===== src/rtl/imem_stream_loader.sv =====
// imem_stream_loader: serially loads a program into a DEPTH x 64-bit buffer and
// streams it to fetch as aligned 2-instruction packets with stall and redirect.
module imem_stream_loader #(
   parameter int          DEPTH     = 16,
   parameter int          CHUNK_W   = 10,
   parameter logic [31:0] BASE_ADDR = 32'h0000_0000
) (
   input  logic                    clk,
   input  logic                    reset,
   input  logic                    load_en,
   input  logic                    load_strobe,
   input  logic [CHUNK_W-1:0]      load_data,
   input  logic                    start,
   input  logic                    ext_stall,
   input  logic                    ext_flush,
   input  logic [31:0]             redirect_pc,
   output logic [31:0]             fetch_addr,
   output logic                    fetch_addr_valid,
   output logic [63:0]             fetched_data,
   output logic [$clog2(DEPTH):0]  loaded_words,
   output logic                    overflow,
   output logic [1:0]              state_o
);
   localparam int IW  = $clog2(DEPTH);
   localparam int LW  = IW + 1;
   localparam int NCH = (64 + CHUNK_W - 1) / CHUNK_W;
   localparam int AW  = NCH * CHUNK_W;
   localparam int CW  = NCH > 1 ? $clog2(NCH) : 1;
   typedef enum logic [1:0] {IDLE, LOAD, RUN, DONE} state_t;
   state_t          state;
   logic [63:0]     mem [DEPTH];
   logic [AW-1:0]   acc, acc_n;
   logic [CW-1:0]   chunk_cnt;
   logic [LW-1:0]   rd_idx, nxt_idx;
   logic [31:0]     fl_idx;
   logic            fl_hit, full, accept, last_chunk;
   // chunk 0 starts a fresh word; bits beyond 63 of the last chunk are dropped at commit
   always_comb begin
      acc_n = chunk_cnt == '0 ? '0 : acc;
      acc_n[chunk_cnt*CHUNK_W +: CHUNK_W] = load_data;
   end
   assign full       = loaded_words == LW'(DEPTH);
   assign accept     = state == LOAD && load_en && load_strobe && !full;
   assign last_chunk = chunk_cnt == CW'(NCH - 1);
   assign nxt_idx    = rd_idx + LW'(1);
   assign fl_idx     = (redirect_pc - BASE_ADDR) >> 3;
   assign fl_hit     = fl_idx < 32'(loaded_words);
   assign state_o    = state;
   always_ff @(posedge clk)
      if (accept && last_chunk) mem[loaded_words[IW-1:0]] <= acc_n[63:0];
   always_ff @(posedge clk or negedge reset) begin
      if (!reset) begin
         state            <= IDLE;
         fetch_addr       <= '0;
         fetch_addr_valid <= 1'b0;
         fetched_data     <= '0;
         loaded_words     <= '0;
         overflow         <= 1'b0;
         chunk_cnt        <= '0;
         rd_idx           <= '0;
         acc              <= '0;
      end else if ((state == RUN || state == DONE) && ext_flush) begin
         fetch_addr       <= redirect_pc & ~32'd7;
         fetch_addr_valid <= fl_hit;
         state            <= fl_hit ? RUN : DONE;
         if (fl_hit) begin
            rd_idx       <= LW'(fl_idx);
            fetched_data <= mem[fl_idx[IW-1:0]];
         end
      end else if ((state == IDLE || state == DONE) && load_en) begin
         state        <= LOAD;
         loaded_words <= '0;
         chunk_cnt    <= '0;
      end else if (state == IDLE && start && loaded_words != '0) begin
         state            <= RUN;
         rd_idx           <= '0;
         fetch_addr       <= BASE_ADDR;
         fetch_addr_valid <= 1'b1;
         fetched_data     <= mem[0];
      end else if (state == LOAD) begin
         if (!load_en) begin
            state     <= IDLE;
            chunk_cnt <= '0;
         end else if (load_strobe && full) begin
            overflow <= 1'b1;
         end else if (accept) begin
            acc       <= acc_n;
            chunk_cnt <= last_chunk ? '0 : chunk_cnt + CW'(1);
            if (last_chunk) loaded_words <= loaded_words + LW'(1);
         end
      end else if (state == RUN && !ext_stall) begin
         rd_idx <= nxt_idx;
         if (nxt_idx == loaded_words) begin
            fetch_addr_valid <= 1'b0;
            state            <= DONE;
         end else begin
            fetch_addr   <= fetch_addr + 32'd8;
            fetched_data <= mem[nxt_idx[IW-1:0]];
         end
      end
   end
endmodule

===== config.mk =====
export PLATFORM = sky130hd
export DESIGN_NAME = imem_stream_loader
export DESIGN_NICKNAME = d
export VERILOG_FILES = /design/src/rtl/imem_stream_loader.sv
export SDC_FILE = /design/constraint.sdc
export NUM_CORES = 2
export LEC_CHECK = 0
export CAP_MARGIN = 20
export CORE_UTILIZATION = 40
export CTS_CLUSTER_DIAMETER = 100
export DETAILED_ROUTE_END_ITERATION = 8
export PLACE_DENSITY = 0.54
export REMOVE_ABC_BUFFERS = 1
export SYNTH_ARGS = -nofsm -noshare
export SYNTH_HDL_FRONTEND = slang
export SYNTH_SLANG_ARGS = --single-unit

===== constraint.sdc =====
create_clock -name clk -period 5.68 [get_ports clk]
set_clock_uncertainty 0.2 [all_clocks]
set_input_delay 0.568 -clock clk [delete_from_list [all_inputs] [get_ports clk]]
set_output_delay 0.568 -clock clk [all_outputs]
set_load 0.05 [all_outputs]

# Yosys cells after proc, flatten, opt, wreduce, memory -nomap -nowiden
# Memory sizes are Yosys's and may differ from the RTL's.
# Cells that the tools add are included.
# totals
out_inout_bits,105
regBits,183
inputBits,49
n_memories,1
ram_bits,1024
word_cells,123
# classes
n_bitwise,4
mul,1
n_addsub,5
n_eq_ne,15
magnitude_cmp,1
shift,2
muxes,51
n_reduce_logical,34
# memory_table
memory,words,width,read_ports,rd_clocked_by_memory_dff,wr,line,source
mem,16,64,3,0,1,31,logic [63:0] mem [DEPTH];
# op_table
op,n
$mux 64,7
$mux 32,6
$bwmux 70,1
$mux 70,1
$shift 10x34->70 const A,1
$shiftx 10x34->70,1
$mux 5,13
$neg 7->34,1
$add 32x4->32 const B,1
$lt 29x5->1,1
$mux 3,7
$reduce_bool 5->1,3
$mux 2,7
$reduce_and 7->1,2
$reduce_and 4->1,3
$add 5x1->5 const B,2
$logic_and 1x1->1,10
$reduce_and 5->1,2
$mux 1,9
$ne 2x2->1 const B,4
$reduce_bool 2->1,4
$mul 3x3->6 const B,1
$ne 3x1->1 const B,2
$ne 3x3->1 const B,2
15 further kinds,22

# Depth between registers and ports, before layout
# logic_depth
word_depth,10
ltp_mapped,14
depth_no_buf,13

# Least setup slack after synthesis
# Ideal clock, no wire load.
# synth_timing
path_kind,register -> register
startpoint,reg chunk_cnt[0]
endpoint,"mem mem[0][36], data pin"
setup_time_ns,0.330
arrival_time_ns,3.806
stages_incl_launch_ff,14
path_slack_ns,1.344
period_less_slack_ns,4.336
path_buffers,1
required_ns,5.150
cell_sequence,dfrtp_1 -> ha_1 -> ha_1 -> inv_1 -> ha_1 -> clkbuf_1 -> or3_1 -> nor3_1 -> ha_1 -> and3b_1 -> mux2i_1 -> a211oi_1 -> a32o_1 -> o21ai_0
# synth_via
elab_chain_len,4
word_cells_on_any_way,7
classes_between,add/sub: 1; mul: 1; shift: 2; mux: 2; reduce/logical: 1
# synth_lines
element,line,source
"start, declared",33,logic [CW-1:0] chunk_cnt;
"start signal, assigned",88,chunk_cnt <= last_chunk ? '0 : chunk_cnt + CW'(1);
$mul 3x3->6,40,acc_n[chunk_cnt*CHUNK_W +: CHUNK_W] = load_data;
$neg 7->34,40,
$shiftx 10x34->70 or $shift 10x34->70 (tied branches),40,
$bwmux 70 *,40,
named net acc_n[36],32,"logic [AW-1:0] acc, acc_n;"
"end, declared",31,
# Mark *: on every way through the listed nets, which the timed path passes. The rest lies on a longest branch.

# Worst setup path in the final report
# layout_timing
startpoint,reg chunk_cnt[2]
endpoint,"mem mem[9][4], data pin"
# The elaborated chain is that of the path after synthesis.

==> metrics <==
outcome=finished with violations; violated checks=DRC; slowest CP cell=a211oi_2; Ys Warns=0; Setup CP Type=flip-flop to flip-flop; Initial DRC Count=3,650; Die Width=382.9 um; I/O pin count=154; Sw Share=39.10%; Reg clk slew, reported paths=approximately 0.060 ns; RSZ-0062 raised after global routing=no; Setup TNS=0 ns; largest net degree at the start of global routing=103; worst-skew pair later-pin latency=0.79 ns; layout net count=3,986; Leak=21.56 nW; post-route ant nets=0; post-DP HPWL=104,400 um; fmax=210.4 MHz; residual DRC count=8; Routed wire per std cell=slightly above 30 um; Post-Syn Instances=around 3,700; vias in the first global route=roughly 37,000; WP data arrival=4.98 ns; Main synth FF type=edfxtp_1; initial antenna violation count=2; clock buffer depth=3; fin. max-slew vios=0; top-area cell type share of the netlist area=between 50% and 60%; slew margin rel.=around 18%; CP peak stage delay=0.93 ns; root buffer cell=clkbuf_16; Clock power frac=26.3%; Post-synth top cells=edfxtp_1 (1,024), mux2i_1 (414), mux4_2 (385); Tcrit/Tclk final=between 80% and 90%; final weighted congestion in routability-driven placement=0.9396; grt total ovfl=0; worst path required time=between 5 and 6 ns; crit path cell chain=ha_1 -> ha_1 -> inv_1 -> ha_1 -> or3_1 -> nor3_1 -> ha_1 -> and3b_1 -> mux2_2 -> nand4_1 -> mux2i_1 -> a211oi_2; Setup-failing EPs final=0; core occupancy in the finished layout=46.75%; slew at the pin closest to its max-slew limit=around 1.2 ns; Tot GR Track Use=24.86%; Die Span Y=382.9 um; final hold violations=0; CTS Hold Bufs=1; Post-Syn Area=around 0.058 sq mm; Layout area overhead=15.84%; Initial Util=approximately two fifths; P_int=0.02018 W; final WL=182,900 um; total number of vias=37,176; Synth Area per Inst=15.62 sq um; Yosys top cell by area=edfxtp_1; fraction of layout instances using a drive strength above 1=21.75%; CP max FO=17; CP endpoint kind=flip-flop; first-pass GRT wire length=263,000 um; MaxCap Viol Count=0; Std-Cell Rows=139; PortBufs=147; core area=0.1438 sq mm; sequential fraction of the synthesis area=60.47%; most frequent cell after synthesis=edfxtp_1; Setup crit start kind=flip-flop; Unique masters post-synth=86; CTS Buf Count=around 140; CTS resizes=0; Post-CTS Setup Inserts=0; die area=0.1466 sq mm; number of synthesized flops with an enable pin=1,024; Final min period=4.754 ns; combinational power share=~41%; CP most frequent cell=ha_1; maximum vdd drop=between 0.4 and 0.5 mV; Yosys reg bits=1,198; drt first pass iters=7; PwrDens=492.9 mW/mm^2; top cells by area, synth=edfxtp_1 (53%), mux4_2 (15%), dfrtp_1 (7.5%); clk sinks=1,198; H-tree lvl count=4; Worst Hold Class=input pin to flip-flop; vias per cell=6.271; Async S/R FF share, synth=14.52%; Switch Pwr=0.01296 W; CTS tree=done; share of total power in sequential cells=32.4%
metrics by stage:
stage	power (W)	cells	setup slack [ns]	hold slack, ns	area [sq um]
after global routing	0.03450	5926	0.7202	0.1472	67240
after global placement	0.02453	5669	1.035	0.2715	62760
after floorplan	0.01916	3435	-14.34	0.07241	56830
after CTS	0.03330	5922	0.9420	0.1130	67200
final	0.03314	5928	0.9260	0.1413	67240
after detailed placement	0.02457	5671	0.9272	0.2729	62780
flip-flops by register name (all words and copies together) (netlist names):
signal / cells
mem: 1024
acc: 64
fetched_data: 64
fetch_addr: 29
loaded_words: 5
rd_idx: 5
chunk_cnt: 3
state_o: 2
fetch_addr_valid: 1
overflow: 1
cell usage in the layout, fill, tap and decap left out, types with 53 or more instances in the layout:
master           instances
a21oi_1                125
a22oi_1                 87
buf_4                  151
clkbuf_16              144
clkdlybuf4s50_1        143
dfrtp_1                173
edfxtp_1              1024
mux2i_1                414
mux4_2                 385
nand2_1                279
nand3_1                 58
nor2_1                  68
o21ai_0                132
o22ai_1                 79
o31ai_1                 53
power by group through the flow:
| stage | logic (W) | clock network (W) | registers (W) |
|---|---|---|---|
| global placement | 0.0136 | 0 | 0.0109 |
| floorplan | 0.00705 | 0 | 0.0121 |
| CTS | 0.0137 | 0.00887 | 0.0107 |
| finish | 0.0137 | 0.00872 | 0.0107 |
| global route | 0.0145 | 0.00919 | 0.0108 |
| detailed placement | 0.0137 | 0 | 0.0109 |
routing by layer:
metal  share of wire, %  GRT usage, %
met3                6.7         3.919
met5                  0             0
met1                 43         35.18
met4                2.0         5.956
met2                 48         40.17
layout make-up:
class	count	area (sq um)
diodes	2	5.005
fillers	12408	76590
clock buffers	190	3866
inverters	31	116.4
clock inverters	60	541.8
well taps	1903	2381
flip-flops and latches	1198	35110
multi-input cells	2206	21830
repair buffers	338	3391
path summary, 6_finish.rpt:
path                                 from         endpoint  slack [ns]  depth (start not counted)
max reg2reg                  chunk_cnt[2]        mem[9][4]        0.93                         12
max in group asynchronous           reset          acc[15]        4.00                          3
max                          chunk_cnt[2]        mem[9][4]        0.93                         12
min reg2reg                       acc[36]          acc[36]        0.29                          1
min in group asynchronous           reset  fetched_data[8]        0.17                          2
min                        redirect_pc[5]        rd_idx[2]        0.14                          3
worst max-delay path, delay by kind of cell, from the launching register on:
kind	cells	cell delay, ns
AOI/OAI and AO/OA	1	0.93
adders and majority gates	4	1.12
buffers and inverters	1	0.05
DFF	1	0.51
muxes	2	0.52
and+or+nand+nor	4	1.07
kinds of logic after synthesis:
family | share of synthesized area, %
buffers and inverters | 2.306
xor gates and xnor gates | 0.2177
AOI/OAI and AO/OA | 9.010
DFF | 60.47
adders and majority gates | 0.5389
muxes | 22.81
other | 0.006460
and+or+nand+nor | 4.632
No activity file was read; power rests on OpenSTA's default activity.
